**src/rtl/req_ack_pkg.sv**
```systemverilog
// Shared types and helpers for the req/ack responder: FSM state encoding,
// default latency/queue parameters and the latency clamp.
package req_ack_pkg;

  typedef enum logic {
    IDLE  = 1'b0,
    SERVE = 1'b1
  } state_e;

  localparam int unsigned DEF_MIN_LAT = 1;
  localparam int unsigned DEF_MAX_LAT = 3;
  localparam int unsigned DEF_DEPTH   = 4;

  function automatic int unsigned clamp_lat(input int unsigned lat,
                                            input int unsigned min_lat,
                                            input int unsigned max_lat);
    if (lat < min_lat) return min_lat;
    if (lat > max_lat) return max_lat;
    return lat;
  endfunction

endpackage

```
**src/rtl/ack_lat_counter.sv**
```systemverilog
// Service latency down-counter: loaded with L-1 at service start and
// decremented toward zero while a request is in service.
module ack_lat_counter #(
  parameter int unsigned W = 2
) (
  input  logic         clk,
  input  logic         rst_n,
  input  logic         load,
  input  logic         en,
  input  logic [W-1:0] load_val,
  output logic         cnt_zero,
  output logic         cnt_one
);

  logic [W-1:0] cnt_q, cnt_d;

  always_comb begin
    // NOTE: default assignment first so no path leaves cnt_d unassigned (no latch).
    cnt_d = cnt_q;
    if (load) begin
      cnt_d = load_val;
    end else if (en && cnt_q != '0) begin
      cnt_d = cnt_q - W'(1);
    end
  end

  always_ff @(posedge clk or negedge rst_n) begin
    // NOTE: non-blocking assignments for every flop so all state updates see pre-edge values.
    if (!rst_n) begin
      cnt_q <= '0;
    end else begin
      cnt_q <= cnt_d;
    end
  end

  assign cnt_zero = (cnt_q == '0);
  assign cnt_one  = (cnt_q == W'(1));

endmodule

```
**src/rtl/req_ack_responder.sv**
```systemverilog
// Responder end of a req/ack handshake: one ack pulse per accepted request,
// L cycles after its service starts, with a saturating queue behind it.
module req_ack_responder
  import req_ack_pkg::*;
#(
  parameter int unsigned MIN_LAT = DEF_MIN_LAT,
  parameter int unsigned MAX_LAT = DEF_MAX_LAT,
  parameter int unsigned DEPTH   = DEF_DEPTH,
  parameter int unsigned LAT_W   = $clog2(MAX_LAT + 1),
  parameter int unsigned PEND_W  = $clog2(DEPTH + 1)
) (
  input  logic              clk,
  input  logic              rst_n,
  input  logic              req,
  input  logic [LAT_W-1:0]  lat_cfg,
  output logic              ack,
  output logic              valid,
  output logic              busy,
  output logic [PEND_W-1:0] pending,
  output logic              overflow
);

  state_e            state_q, state_d;
  logic              ack_q, ack_d;
  logic [PEND_W-1:0] pending_q, pending_d, pend_cnt;
  logic              overflow_q, overflow_d;
  logic [LAT_W-1:0]  lat;
  logic              load, complete, valid_raw;
  logic              cnt_zero, cnt_one;

  assign lat = LAT_W'(clamp_lat(32'(lat_cfg), MIN_LAT, MAX_LAT));

  ack_lat_counter #(.W(LAT_W)) u_cnt (
    .clk      (clk),
    .rst_n    (rst_n),
    .load     (load),
    .en       (state_q == SERVE),
    .load_val (lat - LAT_W'(1)),
    .cnt_zero (cnt_zero),
    .cnt_one  (cnt_one)
  );

  always_comb begin
    state_d    = state_q;
    overflow_d = overflow_q;
    pend_cnt   = pending_q;
    load       = 1'b0;
    complete   = (state_q == SERVE) && cnt_zero;

    // Requests arriving during service (completion cycle included) are queued first.
    if (state_q == SERVE && req) begin
      if (pending_q == PEND_W'(DEPTH)) begin
        overflow_d = 1'b1;
      end else begin
        pend_cnt = pending_q + PEND_W'(1);
      end
    end
    pending_d = pend_cnt;

    if (state_q == IDLE) begin
      if (req) begin
        load    = 1'b1;
        state_d = SERVE;
      end
    end else if (complete) begin
      if (pend_cnt != '0) begin
        load      = 1'b1;
        pending_d = pend_cnt - PEND_W'(1);
      end else begin
        state_d = IDLE;
      end
    end

    // The ack cycle is the one where cnt reaches 0, so valid leads it by one.
    valid_raw = (load && lat == LAT_W'(1)) || (state_q == SERVE && cnt_one);
    ack_d     = valid_raw;
  end

  always_ff @(posedge clk or negedge rst_n) begin
    if (!rst_n) begin
      state_q    <= IDLE;
      ack_q      <= 1'b0;
      pending_q  <= '0;
      overflow_q <= 1'b0;
    end else begin
      state_q    <= state_d;
      ack_q      <= ack_d;
      pending_q  <= pending_d;
      overflow_q <= overflow_d;
    end
  end

  assign valid    = rst_n & valid_raw;
  assign ack      = ack_q;
  assign busy     = (state_q == SERVE);
  assign pending  = pending_q;
  assign overflow = overflow_q;

endmodule

```
**config.mk**
```make
export PLATFORM = sky130hd
export DESIGN_NAME = req_ack_responder
export DESIGN_NICKNAME = d
export VERILOG_FILES = /design/src/rtl/req_ack_pkg.sv /design/src/rtl/ack_lat_counter.sv /design/src/rtl/req_ack_responder.sv
export SDC_FILE = /design/constraint.sdc
export NUM_CORES = 1
export LEC_CHECK = 0
export ABC_AREA = 1
export CORE_AREA = 3 3 40 42
export DETAILED_ROUTE_END_ITERATION = 10
export DIE_AREA = 0 0 43 45
export PLACE_DENSITY_LB_ADDON = 0.1
export SLEW_MARGIN = 40
export SYNTH_ARGS = -nofsm -noshare
export SYNTH_HDL_FRONTEND = slang
export SYNTH_SLANG_ARGS = --single-unit
```
**constraint.sdc**
```tcl
create_clock -name clk -period 2.45 [get_ports clk]
set_input_delay 0.245 -clock clk [delete_from_list [all_inputs] [get_ports clk]]
set_output_delay 0.245 -clock clk [all_outputs]
set_load 0.05 [all_outputs]
```
Word level (Yosys, flattened, before mapping)

Index checks and enable logic that the tools add are counted.

Add/sub/neg operators: 4
$mul: 0
Divide/modulo/power cells: 0
Magnitude comparators: 1
Equality and inequality tests: 3
Shift operators: 0
Multiplexer cells: 16
Bitwise logic cells: 1
Reduce and logical (&&, ||, !) cells: 11

Operator list:

| cell                  | number |
|---|---|
| $mux W3               | 5 |
| $mux W1               | 8 |
| $mux W2               | 3 |
| $logic_and A1 B1 Y1   | 5 |
| $eq A2 B1 Y1 const B  | 2 |
| $reduce_bool A2 Y1    | 2 |
| $sub A2 B1 Y2 const B | 2 |
| $add A3 B1 Y3 const B | 1 |
| $eq A3 B3 Y1 const B  | 1 |
| $reduce_bool A3 Y1    | 1 |
| $sub A3 B1 Y3 const B | 1 |
| $logic_not A2 Y1      | 1 |
| $lt A2 B1 Y1 const B  | 1 |
| $reduce_and A2 Y1     | 1 |
| $and A1 B1 Y1         | 1 |
| $logic_or A1 B1 Y1    | 1 |

Bits in registers: 8
Latch bits: 0
RAM bits: 0
Bits in read-only memories: 0
Input port bits: 5
Output and inout port bits: 7
Logic and storage cells: 41
Memories kept: 0

Depth between registers and ports, before layout

Gate-level depths: netlist (run 1).

Depth in word-level cells: 10
Gate-level depth with buffers: 14
Gate-level depth less buffers: 14

Cells and area by module

From an unflattened synthesis (run 1), not the netlist that was laid out.

Cell total of the unflattened synthesis: 79
Area total of the unflattened synthesis: 598.1 sq um

Modules (own cells, without submodules):

| module            | times used | cells each | area an instance (sq um) | sequential area each (sq um) |
|---|---|---|---|---|
| req_ack_responder | 1          | 59         | 457.9                    | 150.1 |
| ack_lat_counter   | 1          | 20         | 140.1                    | 50.0 |

Worst setup path after synthesis (run 1)

OpenSTA, ideal clock, no wires.

Kind: register to output
From: register pending_q[0], in the netlist pending[0]
To: output valid
Data arrival time: 2.595 ns
Required time: 2.205 ns
Path slack: -0.390 ns
Cell stages (with the launch flop): 14
Path buffers: 0
Cells stage by stage: dfrtp_1 > inv_1 > ha_1 > nand2_1 > nand2_1 > nand2_2 > nand2_2 > ha_1 > ha_1 > inv_1 > nand3_4 > nand2_1 > nand2_1 > a21boi_2

Longest elaborated chain between the ends: 10
Elaborated cells between the ends (all ways): 11
Those cells by class: add/sub: 1; eq/ne: 1; mux: 5; bitwise: 1; reduce/logical: 3

Ends and longest elaborated chain:

| item                                                 | RTL line                                         | text |
|---|---|---|
| start, declared                                      | req_ack_responder.sv:25                          | `logic [PEND_W-1:0] pending_q, pending_d, pend_cnt;` |
| start signal, assigned                               | req_ack_responder.sv:88                          | `pending_q <= pending_d;` |
| $add A3 B1 Y3 / $eq A3 B3 Y1 (equally long branches) | req_ack_responder.sv:55, req_ack_responder.sv:52 |  |
| $mux W3                                              | req_ack_responder.sv:52                          | `if (pending_q == PEND_W'(DEPTH)) begin` |
| $mux W3 (*)                                          | req_ack_responder.sv:51                          | `if (state_q == SERVE && req) begin` |
| $reduce_bool A3 Y1 (*)                               | req_ack_responder.sv:66                          | `if (pend_cnt != '0) begin` |
| $mux W1 (*)                                          | req_ack_responder.sv:66                          |  |
| $mux W1 (*)                                          | req_ack_responder.sv:65                          | `end else if (complete) begin` |
| $mux W1 (*)                                          | req_ack_responder.sv:60                          | `if (state_q == IDLE) begin` |
| $logic_and A1 B1 Y1 (*)                              | req_ack_responder.sv:75                          | `valid_raw = (load && lat == LAT_W'(1)) \|\| (state_q == SERVE && cnt_one);` |
| $logic_or A1 B1 Y1 (*)                               | req_ack_responder.sv:75                          |  |
| $and A1 B1 Y1 (*)                                    | req_ack_responder.sv:93                          | `assign valid = rst_n & valid_raw;` |
| end, declared                                        | req_ack_responder.sv:17                          | `output logic valid,` |

Every way passes the cells marked *; elsewhere a longest branch is shown, timed or not.

Worst setup path after layout (run 1)

From: register pending_q[1], in the netlist pending[1]
To: output valid

The elaborated chain is that of the path after synthesis.

==> results of run 1 <==
## worst max-delay path, stage by stage (launching register included)
cell	delay, ns
dfrtp_2	0.39
inv_4	0.05
ha_4	0.16
nand2_4	0.07
nand2_2	0.08
nand2_2	0.08
nand2_2	0.05
ha_1	0.21
ha_2	0.19
inv_2	0.06
nand3_4	0.07
nand2_4	0.08
nand2_2	0.06
a21boi_4	0.15
buf_12	0.15
## sequential cells by signal (all words and copies together) (netlist names)
name,cells
busy,1
overflow,1
ack,1
pending,3
u_cnt.cnt_q,2
## logic make-up after synthesis
logic type                 after synthesis
AOI/OAI and AO/OA                        2
adders and majority gates                7
and+or+nand+nor                         44
buffers and inverters                   14
DFF                                      8
## stage by stage
step | cells | cell area (sq um) | utilization | setup TNS [ns]
2_1_floorplan | 75 | 604 | - | 0
3_3_place_gp | 104 | 766 | 0.596 | 0
3_5_place_dp | 104 | 766 | 0.596 | 0
4_1_cts | 111 | 820 | 0.638 | 0
5_1_grt | 112 | 857 | 0.667 | -0.0215
6_report | 112 | 857 | 0.667 | 0
## area by class of cell
type                            instances  area [sq um]
Sequential cell                         8           204
Timing Repair Buffer                   18           173
Inverter                               14          55.1
Fill cell                             118           428
Multi-Input combinational cell         53           380
Clock buffer                            4          26.3
Tap cell                               15          18.8
## per-layer routing
| metal | vias to the layer above | global-route usage | part of all wire |
|---|---|---|---|
| met1 | 228 | 0.159 | 0.43 |
| met5 | - | 0 | 0 |
| met2 | 8 | 0.231 | 0.52 |
| met4 | 0 | 0.0904 | 0.010 |
| li1 | 276 | - | - |
| met3 | 2 | 0.0239 | 0.036 |
## repair_timing
action / in CTS / in global routing
pin swaps: 1 / 3
endpoints found under the setup margin: 1 / 1
gates cloned: 0 / 0
resized for setup: 2 / 8
setup buffers: 3 / 1
## cells in the mapped netlist (all sizes together)
cell	number	area (sq um)
nand3b	1	7.51
inv	14	52.6
nor2	1	3.75
nand2	28	115
dfrtp	8	200
nand3	12	85.1
or2	2	12.5
o21bai	1	7.51
ha	7	87.6
a21boi	1	11.3
## how the worst max path moves through the flow
| stage | depth (start not counted) | startpoint | endpoint | slack [ns] |
|---|---|---|---|---|
| after floorplan | 13 | pending[0] | valid | 0.03 |
| after detailed placement | 14 | req | valid | 0.07 |
| after global routing | 14 | pending[1] | valid | -0.02 |
| final | 14 | pending[1] | valid | 0.09 |
| after CTS | 14 | pending[0] | valid | 0.005 |
| after global placement | 14 | req | valid | 0.09 |
==> flow_summary.toml, run 1 <==
[outcome]
status = "finished clean"

[sta]
slew_viol_final = 0
finalSetupViolations = 0
hold_viol = 0
finalClockSkew_ns = 0.00706
fin_crit_sh = 0.963
max_freq_mhz = 424
max_slew_margin = 0.670
period_needed_ns = 2.36
max_slew.worst_pin.slew_ns = 0.493
fin_ws_ns = 0.0911
holdWs_ns = 0.267

[setup_path]
setup.worst_path.start_class = "flip-flop"
critPathCaptureType = "output port"
arrival_ns = 2.11
crit_fanout = 4
reg2regPathDepth = 15
reg2reg_from = "pending[1]"
rr_endpoint = "u_cnt.cnt_q[1]"
required_ns = 2.20
rrSetupSlack_ns = 0.53
crit_type = "flip-flop to output port"

[grt]
grtUsageTotal = 0.137
antenna_found_initial = 0
overflow = 0
grt_pass1_wl_mm = 1.95
grt_max_degree = 10
grt_pass1_vias = 450

[route]
drt_iter0_drc = 6
postRouteAntennaNets = 0
first_pass_iters = 2
avgViaCountPerCell = 4.59
vias = 514
routed_wl_mm = 1.16
drc = 0
routedWlPerCell_um = 10.4

[synthesis]
synth.mux.area_fraction = 0
synth_nets = 87
synth-simple-area-share = 0.384
synth_xor_area_frac = 0
yosysSeqAreaShare = 0.343
synth_top_family_by_area = "simple AND/OR/NAND/NOR gates"
synth_seq_cells = 8
syn-cell-area_sq_um = 583
synth_compound_area_frac = 0.0322
synth.avg_cell_area_sq_um = 7.77
ys_warn_count = 0
syn_inst = 75
synth.distinct_cells = 14
synthAdderAreaFrac = 0.150

[clock_tree]
cts_buffers = 3
htreeDepth = 1
clock_latency_ns = 0.26
clkTransAtPathRegs_ns = 0.06
cts-root-buf = "clkbuf_4"
cts_tree = "done"
clock-sinks = 8
max-clock-path-buffers = 2
cts-hold-fix-buffers = 0

[finish]
finalNetCount = 110
drive_above_1_share = 0.351
final_cell_mix = "nand2_1, inv_1, clkdlybuf4s50_1"
final_common_cell = "nand2_1"
area_delta_synth_final_pct = 47.0
antenna_cells = 0

[run]
maxCapViolCount = 0

[floorplan]
core.rowCount = 13
die_y_um = 45
initial_core_util = 0.454
chipWidth_um = 43
die_area_sq_um = 1940
core_sq_um = 1280
ios = 12

[placement]
port_buffers = 11
place_hpwl_um = 843
place_congestion = 0.775
place_ws_ns = 0.0740

[worst_hold_path]
hold_class = "primary input to asynchronous set/reset pin"
Power of run 1 is not shown: default switching activity piles up to over one toggle a cycle in this logic, so the estimate is an artifact.
==> inputs of run 2 (changes only) <==
- CORE_AREA: 3 3 40 42 -> default
- CORE_MARGIN: default -> 3
- CORE_UTILIZATION: default -> 35
- DIE_AREA: 0 0 43 45 -> default
==> flow_summary.toml, run 2 (same netlist as run 1, synthesis figures left out) <==
[grt]
grtUsageTotal = 0.136
overflow = 0
grt_pass1_wl_mm = 1.99
grt_pass1_vias = 482
grt_max_degree = 10
antenna_found_initial = 0

[setup_path]
setup.worst_path.start_class = "flip-flop"
required_ns = 2.20
arrival_ns = 2.10
crit_type = "flip-flop to output port"
critPathMaxStageDelay_ns = 0.41
crit_fanout = 4
cpLargestDelayFamily = "adder cells"
cp_num_buf_inv = 3
cpMaxStageDelayCell = "dfrtp_2"
worstPathCellList = "inv_2 -> ha_4 -> nand2_4 -> nand3b_1 -> nand2_1 -> ha_2 -> ha_1 -> inv_2 -> nand3_4 -> nand2_4 -> nand2_4 -> a21boi_4 -> buf_12"
cpMostUsedCell = "nand2_4"
critPathCaptureType = "output port"

[clock_tree]
clock-sinks = 8
max-clock-path-buffers = 2
cts-hold-fix-buffers = 0
cts_buffers = 3
cts_tree = "done"
clkTransAtPathRegs_ns = 0.06
htreeDepth = 1
clock_latency_ns = 0.26
cts-root-buf = "clkbuf_4"

[floorplan]
chipWidth_um = 46.8
core.rowCount = 14
initial_core_util = 0.378
die_y_um = 46.8
die_area_sq_um = 2190
core_sq_um = 1540
ios = 12

[sta]
fin_ws_ns = 0.105
period_needed_ns = 2.35
slew_viol_final = 0
fin_crit_sh = 0.957
finalSetupViolations = 0
max_slew_margin = 0.668
finalClockSkew_ns = 0.00166
max_slew.worst_pin.slew_ns = 0.496
hold_viol = 0
holdWs_ns = 0.265
tns_ns = 0
max_freq_mhz = 426

[finish]
largest_reg_flops = 3
area_delta_synth_final_pct = 48.5
antenna_cells = 0
final_common_cell = "nand2_1"
final_area_sq_um = 866
drive_above_1_share = 0.347
fill_cells = 162
finalNetCount = 111
final_cell_mix = "nand2_1, inv_1, clkdlybuf4s50_1"
multiInputGateArea_sq_um = 383
regArea_sq_um = 204

[outcome]
status = "finished clean"

[route]
vias = 533
routedWlPerCell_um = 10.6
routed_wl_mm = 1.21
drc = 0
first_pass_iters = 4
drt_iter0_drc = 2
postRouteAntennaNets = 0
avgViaCountPerCell = 4.68

[placement]
placed_area_sq_um = 759
place_hpwl_um = 862
place_congestion = 0.830
place_ws_ns = 0.0132
port_buffers = 11

[run]
maxCapViolCount = 0

[worst_hold_path]
hold_class = "primary input to asynchronous set/reset pin"
run 2: cell count changes in the layout (fill, tap and decap cells not counted):
cell and delta:
nand2_4 +1, inv_2 +1, nand2_2 -2, inv_4 -1, buf_4 +1, nand2_1 +1
run 2: final timing paths:
kind	start	to	slack [ns]	depth (start not counted)
setup / recovery	pending[0]	valid	0.10	13
hold / removal	rst_n	pending[2]	0.26	2
setup reg to reg	pending[0]	pending[1]	0.55	12
hold reg to reg	overflow	overflow	0.48	1
max in group asynchronous	rst_n	busy	2.04	2
min in group clk	overflow	overflow	0.48	1
run 2: timing repair:
| item | in CTS | in global routing |
|---|---|---|
| gates resized for setup | 4 | 5 |
| cloned | 0 | 0 |
| endpoints found under the setup margin | 1 | 1 |
| buffers inserted | 2 | 4 |
| hold endpoints to repair | 0 | 0 |
| pin swaps | 1 | 4 |
run 2: worst register-to-register path, cell delays in order, from the launching register on:
cell	delay, ns
dfrtp_2	0.41
inv_2	0.09
ha_4	0.14
nand2_4	0.06
nand3b_1	0.11
nand2_1	0.07
ha_2	0.17
ha_1	0.20
inv_2	0.07
nand3_4	0.07
buf_4	0.18
or2_0	0.20
nand2_1	0.08
run 2: routing by layer:
| layer | wire (um) | vias to the layer above | global-route usage | share of wire |
|---|---|---|---|---|
| li1 | - | 275 | - | - |
| met1 | 498 | 247 | 0.151 | 0.41 |
| met2 | 654 | 9 | 0.214 | 0.54 |
| met3 | 46 | 2 | 0.0575 | 0.038 |
| met4 | 12 | 0 | 0.0829 | 0.0099 |
| met5 | 0 | - | 0 | 0 |
run 2: final cells by class:
| type | count | share of cell area |
|---|---|---|
| clock buffer | 4 | 0.0303 |
| tap | 16 | 0.0231 |
| inverter | 14 | 0.0607 |
| timing repair buffer | 19 | 0.208 |
| sequential | 8 | 0.236 |
| multi-input combinational | 53 | 0.442 |
run 2: stage by stage:
step | utilization | std cells
after global routing | 0.562 | 114
after detailed placement | 0.493 | 104
after global placement | 0.493 | 104
after floorplan | - | 75
after CTS | 0.536 | 110
final | 0.562 | 114
Power of run 2 is left out for the same reason.
